--- src/rtl/fetch_pkg.sv ---
// Shared fetch/decode types: NOP encoding, default widths, instruction entry.
// Latency: n/a (types and constants only).
// Backpressure: n/a.
package fetch_pkg;

  localparam int DEF_INSTR_W = 32;
  localparam int DEF_PC_W    = 32;

  // All-zero word is the MIPS NOP presented to decode as a bubble.
  localparam logic [DEF_INSTR_W-1:0] NOP_INSTR = 32'h0000_0000;

  typedef struct packed {
    logic [DEF_INSTR_W-1:0] instr;
    logic [DEF_PC_W-1:0]    npc;
  } fetch_entry_t;

endpackage

--- src/rtl/fetch_queue_mem.sv ---
// Entry storage for the fetch queue: DEPTH x W registers.
// Latency: write lands on the clock edge; read is combinational from the address.
// Backpressure: none; the caller only writes when the queue has room.
module fetch_queue_mem #(
  parameter int DEPTH = 4,
  parameter int W     = 64,
  parameter int AW    = $clog2(DEPTH)
) (
  input  logic          clk,
  input  logic          i_wr_en,
  input  logic [AW-1:0] i_wr_addr,
  input  logic [W-1:0]  i_wr_dat,
  input  logic [AW-1:0] i_rd_addr,
  output logic [W-1:0]  o_rd_dat
);

  logic [W-1:0] r_mem [DEPTH];

  // Write port; contents need no reset because the count masks stale slots
  always_ff @(posedge clk) begin
    if (i_wr_en) begin
      r_mem[i_wr_addr] <= i_wr_dat;
    end
  end

  assign o_rd_dat = r_mem[i_rd_addr];

endmodule

--- src/rtl/fetch_queue.sv ---
// DEPTH-entry instruction queue between instruction memory and decode.
// Latency: an entry pushed into an empty queue is visible at the head one cycle later.
// Backpressure: in_ready drops when full; hazard_in holds the head, flush_in empties.
// Optional stall/full statistics counters are built when FETCH_QUEUE_STATS_EN is defined.
module fetch_queue
  import fetch_pkg::*;
#(
  parameter int INSTR_W = DEF_INSTR_W,
  parameter int PC_W    = DEF_PC_W,
  parameter int DEPTH   = 4,
  parameter int CNT_W   = $clog2(DEPTH + 1)
) (
  input  logic               clk,
  input  logic               rst_n,
  input  logic               in_valid,
  output logic               in_ready,
  input  logic [PC_W-1:0]    in_pc,
  input  logic [INSTR_W-1:0] in_instr,
  input  logic               flush_in,
  input  logic               hazard_in,
  output logic               out_valid,
  output logic [INSTR_W-1:0] out_instr,
  output logic [PC_W-1:0]    out_npc,
  output logic [CNT_W-1:0]   count
`ifdef FETCH_QUEUE_STATS_EN
  ,
  output logic [31:0]        stall_cycles,
  output logic [31:0]        full_cycles
`endif
);

  localparam int PTR_W = $clog2(DEPTH);
  localparam int ENT_W = INSTR_W + PC_W;

  logic [PTR_W-1:0] r_rd_ptr;
  logic [PTR_W-1:0] r_wr_ptr;
  logic [CNT_W-1:0] r_count;

  logic             w_push;
  logic             w_pop;
  logic [ENT_W-1:0] w_rd_dat;

  // Ready looks only at occupancy, so a full queue refuses even when popping.
  assign in_ready  = (r_count != CNT_W'(DEPTH));
  assign out_valid = (r_count != '0);
  assign count     = r_count;

  assign w_push = in_valid & in_ready & ~flush_in;
  assign w_pop  = out_valid & ~hazard_in & ~flush_in;

  fetch_queue_mem #(
    .DEPTH (DEPTH),
    .W     (ENT_W),
    .AW    (PTR_W)
  ) u_mem (
    .clk       (clk),
    .i_wr_en   (w_push),
    .i_wr_addr (r_wr_ptr),
    .i_wr_dat  ({in_instr, in_pc}),
    .i_rd_addr (r_rd_ptr),
    .o_rd_dat  (w_rd_dat)
  );

  // Empty queue presents a NOP bubble with zero NPC.
  assign out_instr = out_valid ? w_rd_dat[ENT_W-1 -: INSTR_W] : INSTR_W'(NOP_INSTR);
  assign out_npc   = out_valid ? w_rd_dat[PC_W-1:0] : '0;

  // Pointer and occupancy update; flush overrides any same-cycle push or pop
  always_ff @(posedge clk or negedge rst_n) begin
    if (!rst_n) begin
      r_rd_ptr <= '0;
      r_wr_ptr <= '0;
      r_count  <= '0;
    end else if (flush_in) begin
      r_rd_ptr <= '0;
      r_wr_ptr <= '0;
      r_count  <= '0;
    end else begin
      if (w_push) r_wr_ptr <= r_wr_ptr + PTR_W'(1);
      if (w_pop)  r_rd_ptr <= r_rd_ptr + PTR_W'(1);
      case ({w_push, w_pop})
        2'b10:   r_count <= r_count + CNT_W'(1);
        2'b01:   r_count <= r_count - CNT_W'(1);
        default: r_count <= r_count;
      endcase
    end
  end

`ifdef FETCH_QUEUE_STATS_EN
  logic [31:0] r_stall_cycles;
  logic [31:0] r_full_cycles;

  // Saturating stall/full counters; only reset clears them, flush does not
  always_ff @(posedge clk or negedge rst_n) begin
    if (!rst_n) begin
      r_stall_cycles <= '0;
      r_full_cycles  <= '0;
    end else begin
      if (out_valid && hazard_in && !flush_in && (r_stall_cycles != '1)) begin
        r_stall_cycles <= r_stall_cycles + 32'd1;
      end
      if (!in_ready && (r_full_cycles != '1)) begin
        r_full_cycles <= r_full_cycles + 32'd1;
      end
    end
  end

  assign stall_cycles = r_stall_cycles;
  assign full_cycles  = r_full_cycles;
`endif

endmodule

--- config.mk ---
export PLATFORM = sky130hd
export DESIGN_NAME = fetch_queue
export DESIGN_NICKNAME = d
export VERILOG_FILES = /design/src/rtl/fetch_pkg.sv /design/src/rtl/fetch_queue_mem.sv /design/src/rtl/fetch_queue.sv
export SDC_FILE = /design/constraint.sdc
export NUM_CORES = 1
export LEC_CHECK = 0
export CORE_MARGIN = 5
export CORE_UTILIZATION = 49
export DETAILED_ROUTE_END_ITERATION = 7
export GPL_TIMING_DRIVEN = 1
export HOLD_SLACK_MARGIN = 0.03
export PLACE_DENSITY = 0.75
export SETUP_SLACK_MARGIN = 0.15
export SLEW_MARGIN = 5
export SYNTH_ARGS = -nofsm -noshare
export SYNTH_HDL_FRONTEND = slang
export SYNTH_SLANG_ARGS = --single-unit
--- constraint.sdc ---
create_clock -name clk -period 2.8 [get_ports clk]
set_input_delay 0.56 -clock clk [delete_from_list [all_inputs] [get_ports clk]]
set_output_delay 0.56 -clock clk [all_outputs]
set_load 0.005 [all_outputs]
==> results.toml <==
[finish]
fin_util = 0.6325
drive_above_1_share = 0.3901
fin_area_um2 = 13170
area_delta_synth_final_pct = 28.51
layout_common_cells = "edfxtp_1 (256), clkdlybuf4s50_1 (72), mux4_2 (64)"
layout_commonest_cell = "edfxtp_1"
antennaDiodeCount = 0
fin_nets = 725

[outcome]
status = "complete, no violations"

[setup_path]
crit_arrival_ns = 2.11
cp_slowest_cell = "mux4_2"
start_kind = "flop"
cp_max_fo = 6
critPathCaptureType = "primary output"
critPathMaxStageDelay_ns = 0.50
crit_required_ns = 2.24
cp_cell_sequence = "buf_4, clkbuf_16, mux4_2, and2_4, buf_2"
path_class = "reg -> out"
crit_family = "multiplexers"
crit_buf_inv = 3

[synthesis]
synthesis.nets = 546
ys_seq_elements = 263
yosysSeqAreaShare = 0.7672
syn_inst = 472
synth_edf_count = 256
syn_area_um2 = 10250
yosys_most_used_dff = "edfxtp_1"
synthArstFlopShare = 0.02662
synthDistinctLibCells = 36
syn-mean-instance-area_um2 = 21.71
synth_warnings = 0

[timing]
hold_viol = 0
hold_slack_ns = 0.3379
slew_viol_final = 0
setup_violations = 0
finalSetupTns_ns = 0
rsz0062_at_grt = "true"
post-route-period-util = 0.9531
fin_crit_ns = 2.669
fin_ws_ns = 0.1313
relSlewSlack = 0.6572
max_freq_ghz = 0.3747
fin_skew_ns = 0.01070
worst_slew_pin_slew_ns = 0.5012

[power]
p_leak_nw = 4.474
ir_worst_vdd_mv = 0.6656
p_per_area_nw_per_um2 = 828.4

[placed_design]
pre_cts_ws_ns = 0.1831
placed_cell_area_um2 = 12100
io_buffers = 137
place_hpwl_um = 11670
gp_congestion = 0.8081

[global_routing]
grt_pass1_vias = 5450
antenna_found_initial = 1
grt_max_degree = 67
grt_use_total = 0.1620
grt_pass1_wl_um = 30460
grt_overflow = 0

[die]
initial_core_util = 0.4922
die_h_um = 154.6
dieArea_um2 = 23910
io_pins = 138
core_um2 = 20820
rows = 53
die_w_um = 154.6

[job]
drv_cap = 0

[cts]
cts_made_buffers = 25
cts_tree = "built"
h-tree-depth = 1
clock-sinks = 263
cts_buffer_depth = 3
path_clk_slew_ns = 0.06
root_buffer = "clkbuf_16"
clkLatencyLatePin_ns = 0.51

[routing]
ant_nets = 0
vias = 5198
drc = 0
finalWirelength_um = 20380
drt_iter0_markers = 293
routed_via_density = 5.506
wl_per_cell_um = 21.58
drt_first_pass_iters = 5

[min_path]
hp-class = "in -> async"
## where the power goes
group / internal [mW] / switching (mW) / leakage [nW] / total [mW]
Clock: 1.81 / 1.32 / 0.375 / 3.13
Combinational: 1.88 / 1.25 / 1.69 / 3.13
Sequential: 4.55 / 0.101 / 2.41 / 4.65
Total: 8.24 / 2.68 / 4.47 / 10.9
## sequential cells by signal (all words and copies together), names as in the netlist
signal and cells:
r_wr_ptr 2, u_mem.r_mem 256, r_rd_ptr 2, count 3
## repair_timing
item | CTS | global route
pin swaps | 1 | 1
hold buffers | 0 | 0
buffers inserted | 0 | 21
gates cloned | 0 | 5
resized for setup | 302 | 38
endpoints found under the setup margin | 66 | 49
## stage by stage
| stage | cells | power, mW |
|---|---|---|
| finish | 944 | 10.91 |
| global route | 944 | 11.41 |
| CTS | 918 | 10.48 |
| detailed placement | 873 | 7.463 |
| global placement | 873 | 7.412 |
| floorplan | 472 | 6.053 |
## Yosys cell counts (all sizes together) (2+ instances only)
master / count / area, µm²
ha: 4 / 50.05
dfrtp: 7 / 175.2
or3: 2 / 12.51
nand2: 6 / 22.52
mux4: 64 / 1441
a21oi: 4 / 20.02
and3: 4 / 25.02
nand3: 3 / 15.01
edfxtp: 256 / 7687
nor2: 4 / 15.01
buf: 17 / 153.9
and2: 65 / 406.6
nor3: 2 / 15.01
o21ai: 2 / 10.01
clkbuf: 11 / 41.29
inv: 5 / 18.77
## final timing paths
| kind | startpoint | slack, ns | end | cells after the start |
|---|---|---|---|---|
| max | r_rd_ptr[0] | 0.13 | out_npc[24] | 5 |
| min | rst_n | 0.34 | count[1] | 1 |
| max reg2reg | count[1] | 0.43 | count[1] | 7 |
| min reg2reg | r_wr_ptr[1] | 0.58 | r_wr_ptr[1] | 2 |
| max in group asynchronous | rst_n | 2.16 | r_rd_ptr[0] | 1 |
| min in group clk | r_wr_ptr[1] | 0.58 | r_wr_ptr[1] | 2 |
## metal layers
layer  part of all wire  vias to the layer above  wire length [µm]  GRT usage
li1                   -                     2277                 -          -
met1               0.40                     2726              8111     0.2185
met2               0.52                      172             10580     0.2729
met3              0.072                       21              1459    0.04365
met4              0.010                        2               207    0.02775
met5            0.00098                        -                20          0
## cell families after synthesis
logic type,count (synthesis),synth area share
muxes,64,0.1406
buffers and inverters,33,0.02088
and+or+nand+nor,90,0.05286
adders and majority gates,5,0.006837
DFF,263,0.7672
xor gates and xnor gates,2,0.001710
AOI/OAI and AO/OA,15,0.009891
## layout make-up
| cell class | instances | area [µm²] |
|---|---|---|
| timing repair buffer | 180 | 1856 |
| clock inverter | 16 | 118.9 |
| clock buffer | 29 | 640.6 |
| sequential | 263 | 7874 |
| inverter | 5 | 18.77 |
| multi-input combinational | 176 | 2318 |
| fill | 1429 | 7652 |
| tap | 275 | 344.1 |
Note: power is estimated with default switching activity, not from simulation.
